<file path="src/rtl/eth_tx_mux_pkg.sv">
// Shared types and constants for the Ethernet TX frame multiplexer.
// Holds the FSM state encoding, the length-counter width for the default minimum frame and the pad byte.
package eth_tx_mux_pkg;

  typedef enum logic [1:0] {IDLE, DATA, PAD, GAP} state_t;

  localparam int MIN_LEN_DEF = 60;
  localparam int LEN_W = $clog2(MIN_LEN_DEF + 1);
  localparam logic [7:0] PAD_BYTE = 8'h00;

endpackage

</file>
<file path="src/rtl/eth_rr_arbiter.sv">
// Combinational round-robin arbiter: picks the first requesting channel at or after ptr, wrapping.
module eth_rr_arbiter #(
  parameter int N_CH  = 4,
  parameter int IDX_W = 2
) (
  input  logic [N_CH-1:0]  req,
  input  logic [IDX_W-1:0] ptr,
  output logic [N_CH-1:0]  grant_oh,
  output logic [IDX_W-1:0] grant_idx,
  output logic             any
);

  logic [IDX_W-1:0] cand;

  always_comb begin
    grant_oh  = '0;
    grant_idx = '0;
    any       = 1'b0;
    cand      = '0;
    for (int i = 0; i < N_CH; i++) begin
      cand = IDX_W'((int'(ptr) + i) % N_CH);
      if (!any && req[cand]) begin
        any            = 1'b1;
        grant_oh[cand] = 1'b1;
        grant_idx      = cand;
      end
    end
  end

endmodule

</file>
<file path="src/rtl/eth_tx_frame_mux.sv">
// N-channel AXI-Stream frame mux for the MAC TX FIFO: frame-atomic round robin, short-frame padding, programmable IFG.
// Define ETH_TX_MUX_STATS_EN to add per-channel good-frame counters and a padded-frame counter.
module eth_tx_frame_mux
  import eth_tx_mux_pkg::*;
#(
  parameter int N_CH    = 4,
  parameter int MIN_LEN = MIN_LEN_DEF,
  parameter int IFG_W   = 8
) (
  input  logic                                     clk,
  input  logic                                     rst_n,
  input  logic [N_CH*8-1:0]                        s_axis_tdata,
  input  logic [N_CH-1:0]                          s_axis_tvalid,
  output logic [N_CH-1:0]                          s_axis_tready,
  input  logic [N_CH-1:0]                          s_axis_tlast,
  input  logic [N_CH-1:0]                          s_axis_tuser,
  output logic [7:0]                               m_axis_tdata,
  output logic                                     m_axis_tvalid,
  input  logic                                     m_axis_tready,
  output logic                                     m_axis_tlast,
  output logic                                     m_axis_tuser,
  input  logic [IFG_W-1:0]                         ifg_delay,
  input  logic                                     pad_en,
  output logic [((N_CH > 1) ? $clog2(N_CH) : 1)-1:0] grant,
  output logic                                     busy
`ifdef ETH_TX_MUX_STATS_EN
  ,
  output logic [N_CH*32-1:0]                       frame_cnt,
  output logic [31:0]                              pad_cnt
`endif
);

  localparam int IDX_W = (N_CH > 1) ? $clog2(N_CH) : 1;
  localparam int BC_W  = $clog2(MIN_LEN + 1);

  state_t            state, next_state;
  logic [IDX_W-1:0]  rr_ptr, arb_idx;
  logic [N_CH-1:0]   arb_oh, grant_oh;
  logic              arb_any;
  logic [BC_W-1:0]   byte_cnt;
  logic [IFG_W-1:0]  gap_cnt;
  logic              pad_hold, user_hold;
  logic              out_free, accept, sel_valid, sel_last, sel_user;
  logic [7:0]        sel_data;
  logic              short_frame, pad_final;

  eth_rr_arbiter #(.N_CH(N_CH), .IDX_W(IDX_W)) u_arb (
    .req       (s_axis_tvalid),
    .ptr       (rr_ptr),
    .grant_oh  (arb_oh),
    .grant_idx (arb_idx),
    .any       (arb_any)
  );

  assign out_free      = !m_axis_tvalid || m_axis_tready;
  assign sel_valid     = |(s_axis_tvalid & grant_oh);
  assign sel_last      = |(s_axis_tlast & grant_oh);
  assign sel_user      = |(s_axis_tuser & grant_oh);
  assign sel_data      = s_axis_tdata[{grant, 3'b000} +: 8];
  assign s_axis_tready = grant_oh & {N_CH{(state == DATA) && out_free}};
  assign accept        = (state == DATA) && sel_valid && out_free;
  assign short_frame   = (int'(byte_cnt) + 1) < MIN_LEN;
  assign pad_final     = (int'(byte_cnt) + 1) >= MIN_LEN;
  assign busy          = (state != IDLE);

  always_ff @(posedge clk or negedge rst_n) begin
    if (!rst_n) state <= IDLE;
    else        state <= next_state;
  end

  always_comb begin
    next_state = state;
    case (state)
      IDLE: if (arb_any) next_state = DATA;
      DATA: if (accept && sel_last) next_state = (pad_hold && short_frame) ? PAD : GAP;
      PAD:  if (out_free && pad_final) next_state = GAP;
      GAP: begin
        // The tlast beat is still in the output register until it handshakes.
        if (m_axis_tvalid) begin
          if (m_axis_tready && ifg_delay == '0) next_state = IDLE;
        end else if (gap_cnt == '0) begin
          next_state = IDLE;
        end
      end
      default: next_state = IDLE;
    endcase
  end

  always_ff @(posedge clk or negedge rst_n) begin
    if (!rst_n) begin
      m_axis_tdata  <= '0;
      m_axis_tvalid <= 1'b0;
      m_axis_tlast  <= 1'b0;
      m_axis_tuser  <= 1'b0;
      grant         <= '0;
      grant_oh      <= '0;
      rr_ptr        <= '0;
      byte_cnt      <= '0;
      gap_cnt       <= '0;
      pad_hold      <= 1'b0;
      user_hold     <= 1'b0;
    end else begin
      if (m_axis_tready) m_axis_tvalid <= 1'b0;
      case (state)
        IDLE: begin
          if (arb_any) begin
            grant    <= arb_idx;
            grant_oh <= arb_oh;
            rr_ptr   <= (arb_idx == IDX_W'(N_CH - 1)) ? '0 : arb_idx + 1'b1;
            byte_cnt <= '0;
            pad_hold <= pad_en;
          end
        end
        DATA: begin
          if (accept) begin
            m_axis_tvalid <= 1'b1;
            m_axis_tdata  <= sel_data;
            if (byte_cnt != BC_W'(MIN_LEN)) byte_cnt <= byte_cnt + 1'b1;
            if (sel_last && pad_hold && short_frame) begin
              m_axis_tlast <= 1'b0;
              m_axis_tuser <= 1'b0;
              user_hold    <= sel_user;
            end else begin
              m_axis_tlast <= sel_last;
              m_axis_tuser <= sel_last && sel_user;
            end
          end
        end
        PAD: begin
          if (out_free) begin
            m_axis_tvalid <= 1'b1;
            m_axis_tdata  <= PAD_BYTE;
            m_axis_tlast  <= pad_final;
            m_axis_tuser  <= pad_final && user_hold;
            byte_cnt      <= byte_cnt + 1'b1;
          end
        end
        GAP: begin
          if (m_axis_tvalid) begin
            if (m_axis_tready) gap_cnt <= ifg_delay;
          end else if (gap_cnt != '0) begin
            gap_cnt <= gap_cnt - 1'b1;
          end
        end
        default: ;
      endcase
    end
  end

`ifdef ETH_TX_MUX_STATS_EN
  logic padded;

  always_ff @(posedge clk or negedge rst_n) begin
    if (!rst_n) begin
      frame_cnt <= '0;
      pad_cnt   <= '0;
      padded    <= 1'b0;
    end else begin
      if (state == IDLE) padded <= 1'b0;
      else if (state == PAD) padded <= 1'b1;
      if (m_axis_tvalid && m_axis_tready && m_axis_tlast) begin
        if (!m_axis_tuser) frame_cnt[{grant, 5'b00000} +: 32] <= frame_cnt[{grant, 5'b00000} +: 32] + 32'd1;
        if (padded) pad_cnt <= pad_cnt + 32'd1;
      end
    end
  end
`endif

endmodule
</file>
<file path="config.mk">
export PLATFORM = sky130hd
export DESIGN_NAME = eth_tx_frame_mux
export DESIGN_NICKNAME = d
export VERILOG_FILES = /design/src/rtl/eth_tx_mux_pkg.sv /design/src/rtl/eth_rr_arbiter.sv /design/src/rtl/eth_tx_frame_mux.sv
export SDC_FILE = /design/constraint.sdc
export NUM_CORES = 1
export LEC_CHECK = 0
export CORE_MARGIN = 2
export CORE_UTILIZATION = 40
export DETAILED_ROUTE_END_ITERATION = 6
export PLACE_DENSITY = 0.74
export REMOVE_ABC_BUFFERS = 1
export SLEW_MARGIN = 40
export SYNTH_ARGS = -nofsm -noshare
export SYNTH_HDL_FRONTEND = slang
export SYNTH_SLANG_ARGS = --single-unit
</file>
<file path="constraint.sdc">
create_clock -name clk -period 2.35 [get_ports clk]
set_input_delay 0.705 -clock clk [delete_from_list [all_inputs] [get_ports clk]]
set_output_delay 0.705 -clock clk [all_outputs]
set_load 0.01 [all_outputs]
</file>
* Word-level counts from Yosys, hierarchy flattened
Index checks and enable logic that the tools add are counted.
** Word-level totals
- Flip-flop bits (word level) :: 37
- Input port bits :: 56
- Output and inout bits :: 18
- Logic and storage cells :: 151
** Cells by class
- Add/sub/neg operators :: 7
- Order comparisons :: 10
- Equality and inequality tests :: 14
- Shifts and indexed selects :: 1
- Muxes and demuxes :: 60
- Bitwise gates (word level) :: 7
- Reductions and logical operators :: 40
** Operator list (count)
- two-way mux 8 bit :: 5
- < comparator 32 x 7 -> 1 bit (second input constant) :: 1
- indexed part select 32 x 6 -> 8 bit :: 1
- two-way mux 6 bit :: 4
- two-way mux 1 bit :: 22
- two-way mux 2 bit :: 11
- logical AND 1 bit :: 18
- one-hot mux 6 bit (3 select lines) :: 1
- AND 4 bit :: 4
- zero test 8 bit :: 2
- two-way mux 4 bit :: 4
- one-hot mux 8 bit (2 select lines) :: 1
- < comparator 2 x 3 -> 1 bit (second input constant) :: 4
- bitwise OR 4 bit :: 3
- OR reduction 4 bit :: 3
- AND reduction 5 bit :: 2
- AND reduction 3 bit :: 3
- binary-select mux 1 bit (select 2 bit) :: 4
- demux 1 bit (select 2 bit) :: 4
- greater-or-equal comparator 2 x 1 -> 1 bit (second input constant) :: 4
- inequality test 2 bit (second input constant) :: 4
- one-hot mux 2 bit (4 select lines) :: 1
- nonzero test 8 bit :: 1
- subtractor 8 x 1 -> 8 bit (second input constant) :: 1
- other kinds (17) :: 31

* Logic depth before layout (Yosys ltp)
Gate-level depths: netlist of the first run.
- Depth in word-level cells :: 14
- Depth in mapped cells :: 10
- Depth with buffers taken out :: 8

* Cells and area by module
Synthesis of the first run repeated with hierarchy kept, for this count alone.
** Unflattened totals
- Cell total of the unflattened synthesis :: 283
- Area total of the unflattened synthesis :: 2730.1 um^2
** Modules (own cells, without submodules)
- eth_tx_frame_mux :: instances 1, cells an instance 238, area each 2311.0 um^2, seq. area each 925.9 um^2
- eth_rr_arbiter :: instances 1, cells an instance 45, area each 419.2 um^2, seq. area each 0.0 um^2

* Worst setup path before layout of the first run
Ideal clock, no wire load.
- Path type :: flip-flop to flip-flop
- From :: reg with a tool-made name
- To :: reg rr_ptr[1]
- Library setup time :: 0.068 ns
- Data arrival time :: 2.325 ns
- Data required time :: 2.282 ns
- Path slack :: -0.043 ns
- Cell stages (with the launch flop) :: 9
- Buffers on the path :: 1
- Period minus slack after synthesis :: 2.393 ns
- Cells stage by stage :: dfrtp_1 inv_1 ha_1 buf_6 mux4_2 o21bai_1 a22o_1 or3_1 nand3_1
** RTL lines
- end signal, assigned :: RTL line eth_tx_frame_mux.sv:109 : rr_ptr <= (arb_idx == IDX_W'(N_CH - 1)) ? '0 : arb_idx + 1'b1;
- end, declared :: RTL line eth_tx_frame_mux.sv:37 : logic [IDX_W-1:0] rr_ptr, arb_idx;

* Worst setup path after layout of the first run
- From :: reg state[0]
- To :: out busy
** On the way
- Longest elaborated chain between the ends :: 1
** RTL lines
- start, declared :: RTL line eth_tx_frame_mux.sv:36 : state_t state, next_state;
- start signal, assigned :: RTL line eth_tx_frame_mux.sv:68 : else state <= next_state;
- nonzero test 2 bit :: RTL line eth_tx_frame_mux.sv:64 : assign busy = (state != IDLE);
- end, declared :: RTL line eth_tx_frame_mux.sv:25 : output logic busy
Every way passes these cells.

==> key figures, run 1 <==
Finish
  – Final Non-Filler Cells: around 480
  – Final core occ: roughly three fifths
  – Final Cell Area: around 3900 um^2
  – ANT cells: 0
  – Nets: ~470
  – Layout cells sized above 1: between 10% and 20%
  – Layout overhead on the synthesized area: 42.4%

Global routing
  – Gr usage total: between 10% and 20%
  – First-pass GRT wire length: 12000 um
  – Initial antenna violation count: 0
  – Pin count of the biggest net entering global routing: 38
  – Vias in the first global route: about 2.6k
  – Gr ovfl total: 0

Power and ir drop
  – VDD IR-drop max: 0.288 mV
  – Leakage: roughly 0.0016 uW
  – Switching Share: between 20% and 30%
  – Reg power frac: a little over two fifths
  – Power density over the cells: slightly below 400 nW/um^2
  – Clk pwr share: a little over two fifths
  – Gate power share: 13.7%
  – Sw power: between 300 and 400 uW
  – Power Internal: approximately 1200 uW

Placed design
  – Placed Area: between 3000 and 4000 um^2
  – GP Congestion: 0.903
  – # port buffers: 73
  – Placed Cells: 471
  – Detailed Place HPWL: roughly 5300 um

Timing
  – Final setup fails: 0
  – Tmin final: 2270 ps
  – Unrepaired setup endpoints after global routing: no
  – Fin. max-slew vios: 0
  – F_max: between 400 and 500 MHz
  – Hold WS: between 400 and 500 ps
  – Slew HR: 65.8%
  – Worst Skew: 5.61 ps
  – Worst Tran Pin Value: 508 ps
  – Fin crit share: slightly below 100%
  – Final Hold Fails: 0

Run
  – Max Cap Violations: 0

Floorplanning
  – Core footprint: between 6000 and 7000 um^2
  – Die area: 7520 um^2
  – Row count: 30
  – Die H: 86.7 um
  – IO Count: between 70 and 80
  – Die X-Extent: ~87 um
  – Initial core utilization: 40.8%

Synthesis
  – Yosys cell types: 47
  – Syn Inst Count: around 300
  – Synth Warn #: 0
  – Synth area leader: dfrtp_1
  – Post-synth EDFFs: 0
  – Avg Cell Area, Syn: 9.01 um^2
  – Yosys top cell area share: around a third
  – Synth Register Bits: 37
  – Sequential fraction of the synthesis area: 33.8%
  – Synthesized cell area: 2740 um^2
  – Top cells by area, synth: dfrtp_1 (34%), mux4_2 (8.2%), o21ai_0 (7.1%), ha_1 (5.5%), nand2_1 (4.7%)
  – Post-synth top flop: dfrtp_1
  – Synth async-reset ratio: 100%
  – Most common cell in the netlist: o21ai_0
  – Synth cell count leaders: o21ai_0 (39), dfrtp_1 (37), nand2_1 (34)

Drt
  – Via count: ~2.6k
  – # DRC: 0
  – Vias/cell: around 5.4
  – Avg WL per Cell: 14.7 um
  – Routed wire length: 7070 um
  – Initial DRC count: around 190
  – Drt pass-1 iters: 4
  – Final ANT Viol Nets: 0

Worst setup path
  – CP max FO: 2
  – Crit. End Element: output port
  – Kind of critical path: reg2out
  – Critical path endpoint: busy
  – Critical R2R Capture: byte_cnt[4]$_DFFE_PN0P_
  – Crit path launch type: flip-flop
  – Reg2reg setup slack: 110 ps
  – WP data required: ~1600 ps
  – Arrival time worst endpoint: 1570 ps
  – Crit path from: state[0]$_DFFE_PN0P_
  – R2R cell count: 9

Worst hold path
  – Worst Hold Class: in2async

CTS
  – # H-tree levels: 2
  – Num Clock Sinks: 37
  – CTS Buf Count: 5
  – CTS Hold Bufs: 0
  – Clock transition at path regs: around 70 ps
  – CTS Buffer Depth: 2
  – Root buf cell: clkbuf_8
  – CTS tree: yes
  – Clock Latency Late Sink: 300 ps

Outcome
  – Status: finished, final reports clean
[logic make-up after synthesis]
family / count (synthesis) / share of synthesized area (%)
AOI/OAI and AO/OA: 93 / 21.1
xor gates and xnor gates: 2 / 0.640
adders and majority gates: 12 / 5.48
buffers and inverters: 32 / 5.16
DFF: 37 / 33.8
muxes: 23 / 13.8
and+or+nand+nor: 105 / 20.1
[layout by cell type, fill, tap and decap left out, types with 5 or more instances in the layout]
master	netlist	final
buf_4	2	32
ha_1	12	11
dfrtp_1	37	37
nor2_1	21	21
nand2_1	34	34
o21ai_0	39	36
mux4_2	10	10
nand2b_1	9	8
inv_1	16	16
a21oi_1	17	17
buf_2	5	5
nand3_1	9	9
clkdlybuf4s50_1	0	63
mux2i_1	5	5
clkbuf_8	0	5
a22oi_1	12	11
mux2_2	7	7
[final cells by class]
cell class              instances  area (um^2)
multi-input cells             235         1710
fillers                       564         2820
clock buffers                   5         68.8
clock inverters                 3         65.1
inverters                      16         60.1
flip-flops and latches         37          926
well taps                      80          100
repair buffers                106          967
[worst max-delay path: stages, from the launching register on]
cell             delay, ps
dfrtp_1                360
inv_1                   70
ha_1                   250
inv_1                   70
clkdlybuf4s50_1        530
[how the worst min path moves through the flow]
stage                                        to  slack (ps)  cells after the start
floorplan                             async pin         410                      0
global placement    m_axis_tdata[7]$_DFFE_PN0P_         460                      2
detailed placement     m_axis_tlast$_DFFE_PN0P_         470                      2
CTS                    m_axis_tuser$_DFFE_PN0P_         460                      2
global route             gap_cnt[4]$_DFFE_PN0P_         480                      2
finish                   gap_cnt[2]$_DFFE_PN0P_         440                      2
[repair_timing]
item	CTS	global route
buffers inserted	2	1
endpoints found under the setup margin	15	20
pin swaps	0	3
resized for setup	20	13
endpoints found under the hold margin	0	0
[state kept, by name (all words and copies together), names as in the netlist, named ones only]
register	flops
byte_cnt	6
gap_cnt	8
grant	2
grant_oh	4
m_axis_tdata	8
m_axis_tlast	1
m_axis_tuser	1
m_axis_tvalid	1
pad_hold	1
rr_ptr	1
state	2
user_hold	1
[per-stage QoR]
stage,setup WS [ps],setup TNS (ps),power (uW)
2_1_floorplan,-442,-3370,712
3_3_place_gp,-379,-7700,862
3_5_place_dp,-455,-8920,866
4_1_cts,8.53,0,1520
5_1_grt,0.119,0,1570
6_report,76.5,0,1510
[layer usage]
layer	vias up	wire length, um	GRT usage, %	share of wire, %
met1	1218	3060	25.0	43
li1	1300	-	-	-
met2	91	3500	33.6	49
met3	14	383	3.90	5.4
met5	-	0	0	0
met4	0	133	7.24	1.9
[power by group through the flow]
| stage | Combinational, uW | Clock, uW | Sequential, uW |
|---|---|---|---|
| 6_report | 207 | 656 | 645 |
| 2_1_floorplan | 50.8 | 0 | 661 |
| 3_5_place_dp | 208 | 0 | 658 |
| 5_1_grt | 225 | 698 | 646 |
| 4_1_cts | 207 | 668 | 645 |
| 3_3_place_gp | 204 | 0 | 658 |
Note: power is estimated with default switching activity, not from simulation.
==> run 2: changes to the inputs <==
--- a/config.mk
+++ b/config.mk
@@ -5,11 +5,9 @@
 export SDC_FILE = /design/constraint.sdc
 export NUM_CORES = 1
 export LEC_CHECK = 0
-export CORE_MARGIN = 2
 export CORE_UTILIZATION = 40
 export DETAILED_ROUTE_END_ITERATION = 6
 export PLACE_DENSITY = 0.74
-export REMOVE_ABC_BUFFERS = 1
 export SLEW_MARGIN = 40
 export SYNTH_ARGS = -nofsm -noshare
 export SYNTH_HDL_FRONTEND = slang
==> key figures, run 2 (synthesis results as in run 1) <==
Global routing
  – First-pass GRT wire length: 12100 um
  – Gr usage total: 20.9%
  – GR peak layer: met2
  – Vias in the first global route: 2638
  – GR Util met2: 36.4%
  – Initial antenna violation count: 0
  – Met1 Usage GRT: between 20% and 30%
  – Met3 Use GR: 4.72%
  – Pin count of the biggest net entering global routing: 24
  – Gr ovfl total: 0

Finish
  – Commonest cells after routing, fill and taps aside: clkdlybuf4s50_1 (62), o21ai_0 (37), dfrtp_1 (36)
  – Nets: 470
  – Final-layout fill cell count: between 500 and 600
  – Largest regs: gap_cnt: 8 flops, m_axis_tdata: 8 flops, byte_cnt: 6 flops
  – Layout cells sized above 1: about a fifth
  – Layout overhead on the synthesized area: 42.9%
  – ANT cells: 0
  – Final Non-Filler Cells: 480
  – Commonest non-fill, non-tap cell in the layout: clkdlybuf4s50_1

Power and ir drop
  – Power density over the cells: between 300 and 400 nW/um^2
  – VDD IR-drop max: about 0.21 mV
  – Leakage: approximately 0.0016 uW

Floorplanning
  – Row count: 29
  – Die X-Extent: between 80 and 90 um
  – Core footprint: 6490 um^2
  – IO Count: 74
  – Initial core utilization: between 40% and 50%
  – Die H: ~85 um
  – Die area: 7180 um^2

Worst setup path
  – Reg2reg setup slack: between 100 and 150 ps
  – Kind of critical path: in2reg
  – Arrival time worst endpoint: 2440 ps
  – Critical R2R Capture: byte_cnt[4]$_DFFE_PN0P_
  – Crit path from: ifg_delay[5]
  – Crit path launch type: input port
  – CP max FO: 4
  – RR Startpoint: rr_ptr[1]$_DFFE_PN0P_
  – R2R cell count: 9
  – WP data required: 2540 ps
  – Crit. End Element: flip-flop
  – Critical path endpoint: state[0]$_DFFE_PN0P_

CTS
  – Clock Latency Late Sink: roughly 290 ps
  – Clock transition at path regs: ~80 ps
  – CTS Buf Count: 5
  – CTS Hold Bufs: 0
  – Num Clock Sinks: 37
  – CTS tree: yes
  – # H-tree levels: 2
  – CTS Buffer Depth: 2
  – Root buf cell: clkbuf_8

Placed design
  – GP Congestion: between 0.8 and 0.9
  – Detailed Place HPWL: approximately 5600 um
  – # port buffers: 73
  – Placed Cells: 470

Timing
  – F_max: ~440 MHz
  – Tmin final: ~2300 ps
  – Worst Skew: ~9.8 ps
  – Slew HR: between 60% and 70%
  – Setup TNS: 0 ps
  – Fin. max-slew vios: 0
  – Unrepaired setup endpoints after global routing: no
  – Final setup fails: 0
  – Final Hold Fails: 0
  – Worst Tran Pin Value: ~530 ps
  – Fin crit share: a little over nine tenths

Drt
  – Final ANT Viol Nets: 0
  – Avg WL per Cell: between 10 and 15 um
  – Vias/cell: 5.51
  – Initial DRC count: approximately 150
  – # DRC: 12
  – Routed wire length: 7130 um
  – Drt pass-1 iters: 7
  – Via count: between 2k and 3k

Worst hold path
  – Worst Hold Class: in2async

Outcome
  – Failing checks: design-rule violations
  – Status: complete, but fails checks

Synthesis
  – Mapped Nets: ~370

Run
  – Max Cap Violations: 0
## run 2: timing repair
action	in CTS	in global routing
pin swaps	4	1
gates resized for setup	25	7
endpoints found under the setup margin	11	15
buffers inserted	1	1
## run 2: worst min-delay path by stage
stage                                  end  slack, ps  depth (start not counted)
6_report             rr_ptr[1]$_DFFE_PN0P_        350                          1
5_1_grt               state[1]$_DFFE_PN0P_        370                          1
4_1_cts            byte_cnt[5]$_DFFE_PN0P_        350                          1
3_5_place_dp      m_axis_tuser$_DFFE_PN0P_        470                          2
3_3_place_gp   m_axis_tdata[1]$_DFFE_PN0P_        460                          2
2_1_floorplan                    async pin        410                          0
## run 2: per-layer routing
layer | share of wire, % | up-vias | wire length [um]
li1 | - | 1314 | -
met1 | 43 | 1234 | 3060
met2 | 48 | 83 | 3460
met3 | 6.6 | 14 | 470
met4 | 2.0 | 0 | 146
met5 | 0 | - | 0
## run 2: through the flow
step	total power, uW	hold slack (ps)	setup WS [ps]	cell area (um^2)	util (%)
after detailed placement	872	469	-433	3760	57.9
after CTS	1440	350	6.65	3880	59.8
after global placement	867	462	-381	3760	57.9
final	1430	349	99.8	3910	60.3
after floorplan	721	409	8.01	2740	-
after global routing	1490	369	2.67	3910	60.3
## run 2: layout make-up
type	count	area, um^2	area share [%]
Tap cell	77	96.3	2.46
Clock buffer	7	86.3	2.21
Multi-Input combinational cell	235	1710	43.7
Clock inverter	1	30.0	0.767
Timing Repair Buffer	107	1000	25.6
Inverter	16	60.1	1.53
Sequential cell	37	927	23.7
## run 2: power by group
group          leakage, uW  switching [uW]  internal (uW)
clock network    0.0000585             222            346
registers         0.000473            3.22            642
logic              0.00111            75.6            138
total              0.00165             301           1130
## run 2: critical path, stage by stage
cell             delay, ps
clkdlybuf4s50_1        430
nor4_1                 470
nand4b_1               160
nand3_1                120
and4_2                 270
a31oi_1                100
o22a_1                 180
